$ cat src/rtl/mem_arbiter_if.sv
// mem_arbiter_if: the bus signals that meet at the memory arbiter.
//   cpu_*  : 6502 core bus (address, write data/strobe, read data, rdy stall)
//   dma_*  : DMA requester (req/gnt handshake, beat address/data, read valid)
//   mem_*  : single synchronous-write / asynchronous-read memory port
// Modports:
//   slave  : the arbiter itself
//   master : the surroundings (core, DMA engine and memory model)
interface mem_arbiter_if;
  logic [15:0] cpu_address;
  logic [7:0]  cpu_wr_data;
  logic        cpu_wr_enable;
  logic [7:0]  cpu_rd_data;
  logic        cpu_rdy;

  logic        dma_req;
  logic [15:0] dma_address;
  logic [7:0]  dma_wr_data;
  logic        dma_wr_enable;
  logic        dma_gnt;
  logic [7:0]  dma_rd_data;
  logic        dma_rd_valid;

  logic [15:0] mem_address;
  logic [7:0]  mem_wr_data;
  logic        mem_wr_enable;
  logic [7:0]  mem_rd_data;

  modport slave (
    input  cpu_address, cpu_wr_data, cpu_wr_enable,
    input  dma_req, dma_address, dma_wr_data, dma_wr_enable,
    input  mem_rd_data,
    output cpu_rd_data, cpu_rdy,
    output dma_gnt, dma_rd_data, dma_rd_valid,
    output mem_address, mem_wr_data, mem_wr_enable
  );

  modport master (
    output cpu_address, cpu_wr_data, cpu_wr_enable,
    output dma_req, dma_address, dma_wr_data, dma_wr_enable,
    output mem_rd_data,
    input  cpu_rd_data, cpu_rdy,
    input  dma_gnt, dma_rd_data, dma_rd_valid,
    input  mem_address, mem_wr_data, mem_wr_enable
  );
endinterface

$ cat src/rtl/mem_arbiter.sv
// mem_arbiter: shares one memory bus between the 6502 core and a DMA engine.
// The core owns the bus by default; DMA is granted after dma_req has been
// pending MAX_WAIT cycles and keeps the bus for at most BURST_LEN beats,
// during which the core is stalled via cpu_rdy.
// Ports:
//   clk   : single clock, all state on the rising edge
//   reset : asynchronous, active-high
//   bus   : mem_arbiter_if.slave (cpu_*, dma_*, mem_* groups)
module mem_arbiter #(
  parameter int MAX_WAIT  = 8,  // 1..255
  parameter int BURST_LEN = 4   // 1..16
) (
  input  logic            clk,
  input  logic            reset,
  mem_arbiter_if.slave    bus
);

  typedef enum logic {
    OWN_CPU = 1'b0,
    OWN_DMA = 1'b1
  } own_e;

  localparam logic [7:0] WAIT_LAST = 8'(MAX_WAIT - 1);
  localparam logic [3:0] BEAT_LAST = 4'(BURST_LEN - 1);

  own_e       state_q, state_d;
  logic [7:0] wait_cnt_q, wait_cnt_d;
  logic [3:0] beat_cnt_q, beat_cnt_d;

  logic dma_beat;
  assign dma_beat = (state_q == OWN_DMA) && bus.dma_req;

  always_comb begin
    // NOTE: every always_comb target gets a default first so no path can
    // leave it unassigned and infer a latch.
    state_d    = state_q;
    wait_cnt_d = wait_cnt_q;
    beat_cnt_d = beat_cnt_q;

    unique case (state_q)
      OWN_CPU: begin
        if (!bus.dma_req) begin
          wait_cnt_d = '0;
        end else if (wait_cnt_q == WAIT_LAST) begin
          state_d    = OWN_DMA;
          wait_cnt_d = '0;
          beat_cnt_d = '0;
        end else begin
          // Equality above catches WAIT_LAST first, so this never wraps.
          wait_cnt_d = wait_cnt_q + 8'd1;
        end
      end

      OWN_DMA: begin
        if (!bus.dma_req) begin
          // Idle cycle: requester withdrew, hand back on this edge.
          state_d    = OWN_CPU;
          wait_cnt_d = '0;
        end else if (beat_cnt_q == BEAT_LAST) begin
          state_d    = OWN_CPU;
          wait_cnt_d = '0;
        end else begin
          beat_cnt_d = beat_cnt_q + 4'd1;
        end
      end

      default: state_d = OWN_CPU;
    endcase
  end

  always_ff @(posedge clk or posedge reset) begin
    if (reset) begin
      state_q    <= OWN_CPU;
      wait_cnt_q <= '0;
      beat_cnt_q <= '0;
    end else begin
      // NOTE: non-blocking assignments so every flop samples the values that
      // existed before this edge, independent of statement order.
      state_q    <= state_d;
      wait_cnt_q <= wait_cnt_d;
      beat_cnt_q <= beat_cnt_d;
    end
  end

  // Memory port is a pure mux on the state register, so ownership cannot
  // change mid-cycle; reset reaches the outputs through state_q directly.
  assign bus.cpu_rdy      = (state_q == OWN_CPU);
  assign bus.dma_gnt      = dma_beat;
  assign bus.dma_rd_valid = dma_beat && !bus.dma_wr_enable;

  assign bus.mem_address  = (state_q == OWN_DMA) ? bus.dma_address : bus.cpu_address;
  assign bus.mem_wr_data  = (state_q == OWN_DMA) ? bus.dma_wr_data : bus.cpu_wr_data;

  // A stalled CPU write is dropped here and re-presented by the core after
  // handback; reset forces the strobe low regardless of the cpu inputs.
  assign bus.mem_wr_enable = !reset &&
                             ((state_q == OWN_CPU) ? bus.cpu_wr_enable
                                                   : (dma_beat && bus.dma_wr_enable));

  assign bus.cpu_rd_data  = bus.mem_rd_data;
  assign bus.dma_rd_data  = bus.mem_rd_data;

endmodule

$ cat src/flat_wrapper.sv
// flat-port wrapper written by rule: the top's interface ports become plain ports
module mem_arbiter_flat 
#(
  parameter int MAX_WAIT  = 8,           
  parameter int BURST_LEN = 4           
)
  (clk, reset, bus_cpu_address, bus_cpu_wr_data, bus_cpu_wr_enable, bus_dma_req, bus_dma_address, bus_dma_wr_data, bus_dma_wr_enable, bus_mem_rd_data, bus_cpu_rd_data, bus_cpu_rdy, bus_dma_gnt, bus_dma_rd_data, bus_dma_rd_valid, bus_mem_address, bus_mem_wr_data, bus_mem_wr_enable);
  mem_arbiter_if bus_i ();
  input  logic clk;
  input  logic reset;
  input wire logic [$bits(bus_i.cpu_address)-1:0] bus_cpu_address;
  input wire logic [$bits(bus_i.cpu_wr_data)-1:0] bus_cpu_wr_data;
  input wire logic [$bits(bus_i.cpu_wr_enable)-1:0] bus_cpu_wr_enable;
  input wire logic [$bits(bus_i.dma_req)-1:0] bus_dma_req;
  input wire logic [$bits(bus_i.dma_address)-1:0] bus_dma_address;
  input wire logic [$bits(bus_i.dma_wr_data)-1:0] bus_dma_wr_data;
  input wire logic [$bits(bus_i.dma_wr_enable)-1:0] bus_dma_wr_enable;
  input wire logic [$bits(bus_i.mem_rd_data)-1:0] bus_mem_rd_data;
  output wire logic [$bits(bus_i.cpu_rd_data)-1:0] bus_cpu_rd_data;
  output wire logic [$bits(bus_i.cpu_rdy)-1:0] bus_cpu_rdy;
  output wire logic [$bits(bus_i.dma_gnt)-1:0] bus_dma_gnt;
  output wire logic [$bits(bus_i.dma_rd_data)-1:0] bus_dma_rd_data;
  output wire logic [$bits(bus_i.dma_rd_valid)-1:0] bus_dma_rd_valid;
  output wire logic [$bits(bus_i.mem_address)-1:0] bus_mem_address;
  output wire logic [$bits(bus_i.mem_wr_data)-1:0] bus_mem_wr_data;
  output wire logic [$bits(bus_i.mem_wr_enable)-1:0] bus_mem_wr_enable;
  assign bus_i.cpu_address = bus_cpu_address;
  assign bus_i.cpu_wr_data = bus_cpu_wr_data;
  assign bus_i.cpu_wr_enable = bus_cpu_wr_enable;
  assign bus_i.dma_req = bus_dma_req;
  assign bus_i.dma_address = bus_dma_address;
  assign bus_i.dma_wr_data = bus_dma_wr_data;
  assign bus_i.dma_wr_enable = bus_dma_wr_enable;
  assign bus_i.mem_rd_data = bus_mem_rd_data;
  assign bus_cpu_rd_data = bus_i.cpu_rd_data;
  assign bus_cpu_rdy = bus_i.cpu_rdy;
  assign bus_dma_gnt = bus_i.dma_gnt;
  assign bus_dma_rd_data = bus_i.dma_rd_data;
  assign bus_dma_rd_valid = bus_i.dma_rd_valid;
  assign bus_mem_address = bus_i.mem_address;
  assign bus_mem_wr_data = bus_i.mem_wr_data;
  assign bus_mem_wr_enable = bus_i.mem_wr_enable;
  mem_arbiter #(.MAX_WAIT(MAX_WAIT), .BURST_LEN(BURST_LEN)) u_core (.clk(clk), .reset(reset), .bus(bus_i));
endmodule
$ cat config.mk
export PLATFORM = sky130hd
export DESIGN_NAME = mem_arbiter_flat
export DESIGN_NICKNAME = d
export VERILOG_FILES = /design/src/rtl/mem_arbiter_if.sv /design/src/rtl/mem_arbiter.sv /design/src/flat_wrapper.sv
export SDC_FILE = /design/constraint.sdc
export NUM_CORES = 1
export LEC_CHECK = 0
export BUFFER_PORTS_ARGS = -buffer_cell sky130_fd_sc_hd__clkbuf_2
export CAP_MARGIN = 10
export CORE_ASPECT_RATIO = 2
export CORE_UTILIZATION = 34
export CTS_BUF_LIST = sky130_fd_sc_hd__clkbuf_8
export DETAILED_ROUTE_END_ITERATION = 10
export GPL_TIMING_DRIVEN = 1
export PLACE_DENSITY = 0.83
export SLEW_MARGIN = 10
export SYNTH_ARGS = -nofsm -noshare
export SYNTH_HDL_FRONTEND = slang
export SYNTH_SLANG_ARGS = --single-unit
$ cat constraint.sdc
create_clock -name clk -period 1.5 [get_ports clk]
set_clock_uncertainty 0.15 [all_clocks]
set_input_delay 0.225 -clock clk [delete_from_list [all_inputs] [get_ports clk]]
set_output_delay 0.225 -clock clk [all_outputs]
set_load 0.02 [all_outputs]
## Word level (Yosys, flattened, before mapping)

Index checks and enable logic that the tools add are counted.

| word-level totals | value |
|---|---|
| logic and storage cells | 38 |
| register bits after elaboration | 13 |
| input port bits | 61 |

| cells by class | value |
|---|---|
| reduce and logical (&&, ||, !) cells | 7 |
| bitwise gates (word level) | 1 |
| mux-type cells | 18 |
| equal/unequal tests | 7 |
| add/sub/neg operators | 2 |

Operator list:

| kind | number |
|---|---|
| $mux 8 | 5 |
| $mux 16 | 1 |
| $mux 4 | 4 |
| $pmux 8 s2 | 1 |
| $add 8x1->8 const B | 1 |
| $eq 8x3->1 const B | 1 |
| $pmux 4 s2 | 1 |
| $ne 2x2->1 const B | 3 |
| $mux 1 | 5 |
| $add 4x1->4 const B | 1 |
| $eq 4x2->1 const B | 1 |
| $logic_and 1x1->1 | 4 |
| $reduce_and 4->1 | 1 |
| $ne 3x3->1 const B | 1 |
| $logic_not 1->1 | 2 |
| $ne 2x1->1 const B | 1 |
| $pmux 1 s2 | 1 |
| $not 1->1 | 1 |

## Logic depth before layout (Yosys ltp)

| logic depth | value |
|---|---|
| depth in word-level cells | 4 |
| depth in mapped cells | 6 |
| depth with buffers taken out | 5 |

## Worst setup path before layout

OpenSTA, ideal clock, no wires.

| timing path | value |
|---|---|
| kind | flip-flop to output port |
| start | reg u_core.state_q |
| end | out bus_mem_wr_enable |
| buffers on the path | 2 |
| data arrival time | 1265 ps |
| slack | -140 ps |
| stages on the path, launching flop included | 6 |
| cells stage by stage | dfrtp_1 > buf_4 > buf_2 > inv_1 > nand2_1 > a21oi_1 |

| between the ends | value |
|---|---|
| word-level cells in the longest chain between the ends | 4 |

Ends and longest elaborated chain:

| element | line | text |
|---|---|---|
| start, declared | mem_arbiter.sv:26 | `own_e state_q, state_d;` |
| start signal, assigned | mem_arbiter.sv:79 | `state_q <= state_d;` |
| $logic_and 1x1->1 | mem_arbiter.sv:31 | `assign dma_beat = (state_q == OWN_DMA) && bus.dma_req;` |
| $logic_and 1x1->1 | mem_arbiter.sv:98 | `: (dma_beat && bus.dma_wr_enable));` |
| $mux 1 * | mem_arbiter.sv:97 | `((state_q == OWN_CPU) ? bus.cpu_wr_enable` |
| $logic_and 1x1->1 * | mem_arbiter.sv:96 | `assign bus.mem_wr_enable = !reset &&` |
| end, declared | flat_wrapper.sv:26 | `output wire logic [$bits(bus_i.mem_wr_enable)-1:0] bus_mem_wr_enable;` |

Every way passes the cells marked *; elsewhere a longest branch is shown, timed or not.

## Worst setup path in the final report

| timing path | value |
|---|---|
| start | reg u_core.state_q |
| end | out bus_mem_address[3] |

| between the ends | value |
|---|---|
| word-level cells in the longest chain between the ends | 1 |

Ends and longest elaborated chain:

| element | line | text |
|---|---|---|
| $mux 16 | mem_arbiter.sv:91 | `assign bus.mem_address = (state_q == OWN_DMA) ? bus.dma_address : bus.cpu_address;` |
| end, declared | flat_wrapper.sv:24 | `output wire logic [$bits(bus_i.mem_address)-1:0] bus_mem_address;` |

Every way passes these cells.

==> metrics.log <==
INFO  metric power.ir.vdd_worst = between 0.6 and 0.7 mV
INFO  metric cp-end-kind = primary output
INFO  metric antenna_diode_count = 0
INFO  metric nFillCells = ~250
INFO  metric avgSynthCellArea = around 9.5 um2
INFO  metric tritoncts_buffers = 3
INFO  metric cts_htree_levels = 1
INFO  metric drt_iter0_drc = 30
INFO  metric ys_top_cells_by_area = dfrtp_1, mux2_2, buf_4
INFO  metric fin_crit = around 1.7 ns
INFO  metric synth_nets = about 180
INFO  metric power_switching = 0.3330 mW
INFO  metric initial_utilization = between 30% and 40%
INFO  metric dieArea = between 3000 and 4000 um2
INFO  metric seq_area_frac_synth = roughly 29%
INFO  metric synthesis.area = between 1000 and 1500 um2
INFO  metric layout.core_utilization = between 50% and 60%
INFO  metric fmaxAchievable = 579.5 MHz
INFO  metric cts.clk_slew.worst_paths = ~0.060 ns
INFO  metric wl = 3.657 mm
INFO  metric drv.max_cap_violation_count = 0
INFO  metric seq_power_share = a little over a third
INFO  metric r2r_slack = -0.14 ns
INFO  metric area.sequential = around 330 um2
INFO  metric dr_total_vias = roughly 1300
INFO  metric num_io_pins = about 110
INFO  metric violated_checks = setup timing
INFO  metric whs = between 0.3 and 0.4 ns
INFO  metric share_comb_of_total_power = roughly 36%
INFO  metric drv_slew = 0
INFO  metric cell_internal_pwr = 0.7652 mW
INFO  metric grt_antenna_before_repair = 0
INFO  metric setup.worst_path.class = reg2out
INFO  metric ys.warnings.count = 0
INFO  metric place_congestion = a little over 0.9
INFO  metric worstHoldPathCells = 0
INFO  metric hold_viol_final = 0
INFO  metric grt_max_degree = 28
INFO  metric worst_r2r_path_depth = 5
INFO  metric critPathArrivalTime = between 1 and 1.5 ns
INFO  metric final_layout_size_suffix_gt1_share = around three quarters
INFO  metric grt_pass1_vias = about 1300
INFO  metric slew_headroom = 65.88%
INFO  metric final_total_pwr = ~1.1 mW
INFO  metric crit_path_start = u_core.state_q$_DFF_PP0_
INFO  metric dp_hpwl = around 2.6 mm
INFO  metric postSynth.topFlopCell = dfrtp_1
INFO  metric wire_per_inst = ~15 um
INFO  metric layout.nets = roughly 280
INFO  metric power_frac_clock = 28.6%
INFO  metric synthMostInstantiatedCell = mux2_2
INFO  metric avgViaCountPerCell = about 5.1
INFO  metric setup_viols_final = 38
INFO  metric grtUsageTotal = about a fifth
INFO  metric die_outline_height = 82.66 um
INFO  metric tritoncts = yes
INFO  metric worst-endpoint-required = ~1.1 ns
INFO  metric post-route-period-util = 115.0%
INFO  metric max-clock-path-buffers = 2
INFO  metric synthDominantCellAreaShare = 29.41%
INFO  metric dpl_cell_area = 1582 um2
INFO  metric grt_pass1_wl = a little over 5 mm
INFO  metric multiInputGateArea = approximately 740 um2
INFO  metric route.detailed.drc = 0
INFO  metric dr.pass1.iters = 4
INFO  metric totalNegativeSetupSlack = -6.051 ns
INFO  metric timing.critical_path.to = bus_mem_address[3]
INFO  metric post-synth-top-area-cell = dfrtp_1
INFO  metric crit-reg2reg-launch = u_core.beat_cnt_q[1]$_DFFE_PP0P_
INFO  metric leakagePower = approximately 0.96 nW
INFO  metric grt_overflow = 0
INFO  metric synth-seq-cells = 13
INFO  metric reg2reg_to = u_core.wait_cnt_q[4]$_DFFE_PP0P_
INFO  metric power_density = 590.3 nW/um2
INFO  metric worstHoldPathType = in2out
INFO  metric netlist_instances = between 100 and 150
INFO  metric clkSinkCount = 13
INFO  metric route.antenna.remaining_nets = 0
INFO  metric critical_path.max_fanout = 13
INFO  metric synth_edf_count = 0
INFO  metric die_width = approximately 42 um
INFO  metric switching_share = 30.32%
INFO  metric placement_rows = 29
INFO  metric area_growth = 68.21%
INFO  metric async_reset_ff_share = 100.0%
INFO  metric run_status = finished, violations left
INFO  metric post_synth_num_cell_types = 28
INFO  metric root_buf_cell = clkbuf_8
INFO  metric worst_setup_path_start_kind = register
INFO  metric final_critical_path_setup_slack = -0.2257 ns
INFO  metric rsz0062_at_grt = yes
INFO  metric worst_pin_slew = 0.5112 ns
INFO  metric final_design_area_no_fill = approximately 1900 um2
INFO  metric port-buffer-count = 80
INFO  metric netlist_top_cells_count = mux2_2, buf_4, dfrtp_1
INFO  metric clock_latency = around 0.25 ns
INFO  metric core_region_area = 3120 um2
-- kinds of logic after synthesis --
kind of cell,Yosys count,synth area share (%)
and+or+nand+nor,31,14.48
muxes,24,24.43
buffers and inverters,23,13.80
AOI/OAI and AO/OA,18,10.52
DFF,13,29.41
xor gates and xnor gates,5,3.959
adders and majority gates,3,3.394
-- through the flow --
step | cells | worst slack [ns]
2_1_floorplan | 117 | -0.07031
3_3_place_gp | 228 | -0.04437
3_5_place_dp | 228 | -0.06245
4_1_cts | 238 | -0.2189
5_1_grt | 243 | -0.2390
6_report | 243 | -0.2257
-- worst max-delay path: stages (launching register included) --
cell       delay [ns]
dfrtp_2          0.43
clkbuf_16        0.19
mux2_2           0.33
buf_2            0.16
-- placed cells by master (no fill, tap or decap), types with 3 or more instances in the layout --
master    synthesis  routed
dfrtp_1          13      12
buf_2             2      12
clkbuf_8          0       4
o21ai_2           0       3
mux2_2           24      24
buf_4            17      20
xor2_1            5       5
nand2_1           9       6
nor2_1            9       5
buf_6             0       8
o21ai_1           0       4
nor2_2            1       3
inv_1             4       4
clkbuf_2          0      66
-- worst min path at each step --
stage                                                  end               start  slack (ns)
after floorplan           u_core.beat_cnt_q[0]$_DFFE_PP0P_               reset       -0.05
after global placement    u_core.beat_cnt_q[3]$_DFFE_PP0P_               reset        0.14
after detailed placement  u_core.beat_cnt_q[3]$_DFFE_PP0P_               reset        0.13
after CTS                               bus_cpu_rd_data[2]  bus_mem_rd_data[2]        0.30
after global routing                    bus_cpu_rd_data[6]  bus_mem_rd_data[6]        0.30
final                                   bus_cpu_rd_data[4]  bus_mem_rd_data[4]        0.30
-- power groups by stage --
stage | clock network, mW | registers (mW) | logic (mW)
3_3_place_gp | 0 | 0.393 | 0.305
6_report | 0.315 | 0.392 | 0.391
5_1_grt | 0.332 | 0.392 | 0.417
2_1_floorplan | 0 | 0.394 | 0.214
3_5_place_dp | 0 | 0.394 | 0.312
4_1_cts | 0.314 | 0.389 | 0.345
-- per-layer routing --
metal | global-route usage, % | vias up | part of all wire [%]
li1 | - | 586 | -
met1 | 16.15 | 578 | 30
met4 | 14.06 | 0 | 4.1
met2 | 40.46 | 66 | 60
met5 | 0 | - | 0
met3 | 1.739 | 21 | 5.7
-- flip-flops by register name (all words and copies together), names as in the netlist --
register and cells:
u_core.beat_cnt_q 4, u_core.state_q 1, u_core.wait_cnt_q 8
-- cell type report --
cell class	instances	share of cell area, %
well taps	31	2.085
clock inverters	1	0.2017
clock buffers	3	2.219
inverters	4	0.8070
repair buffers	110	37.59
flip-flops and latches	13	17.55
multi-input cells	81	39.54
-- what timing repair did --
action | in CTS | in global routing
endpoints found under the setup margin | 37 | 38
hold buffers | 1 | 0
endpoints found under the hold margin | 13 | 0
buffers inserted | 5 | 5
gates cloned | 0 | 1
pin swaps | 7 | 10
resized for setup | 11 | 40
(Power assumes the default switching activity.)
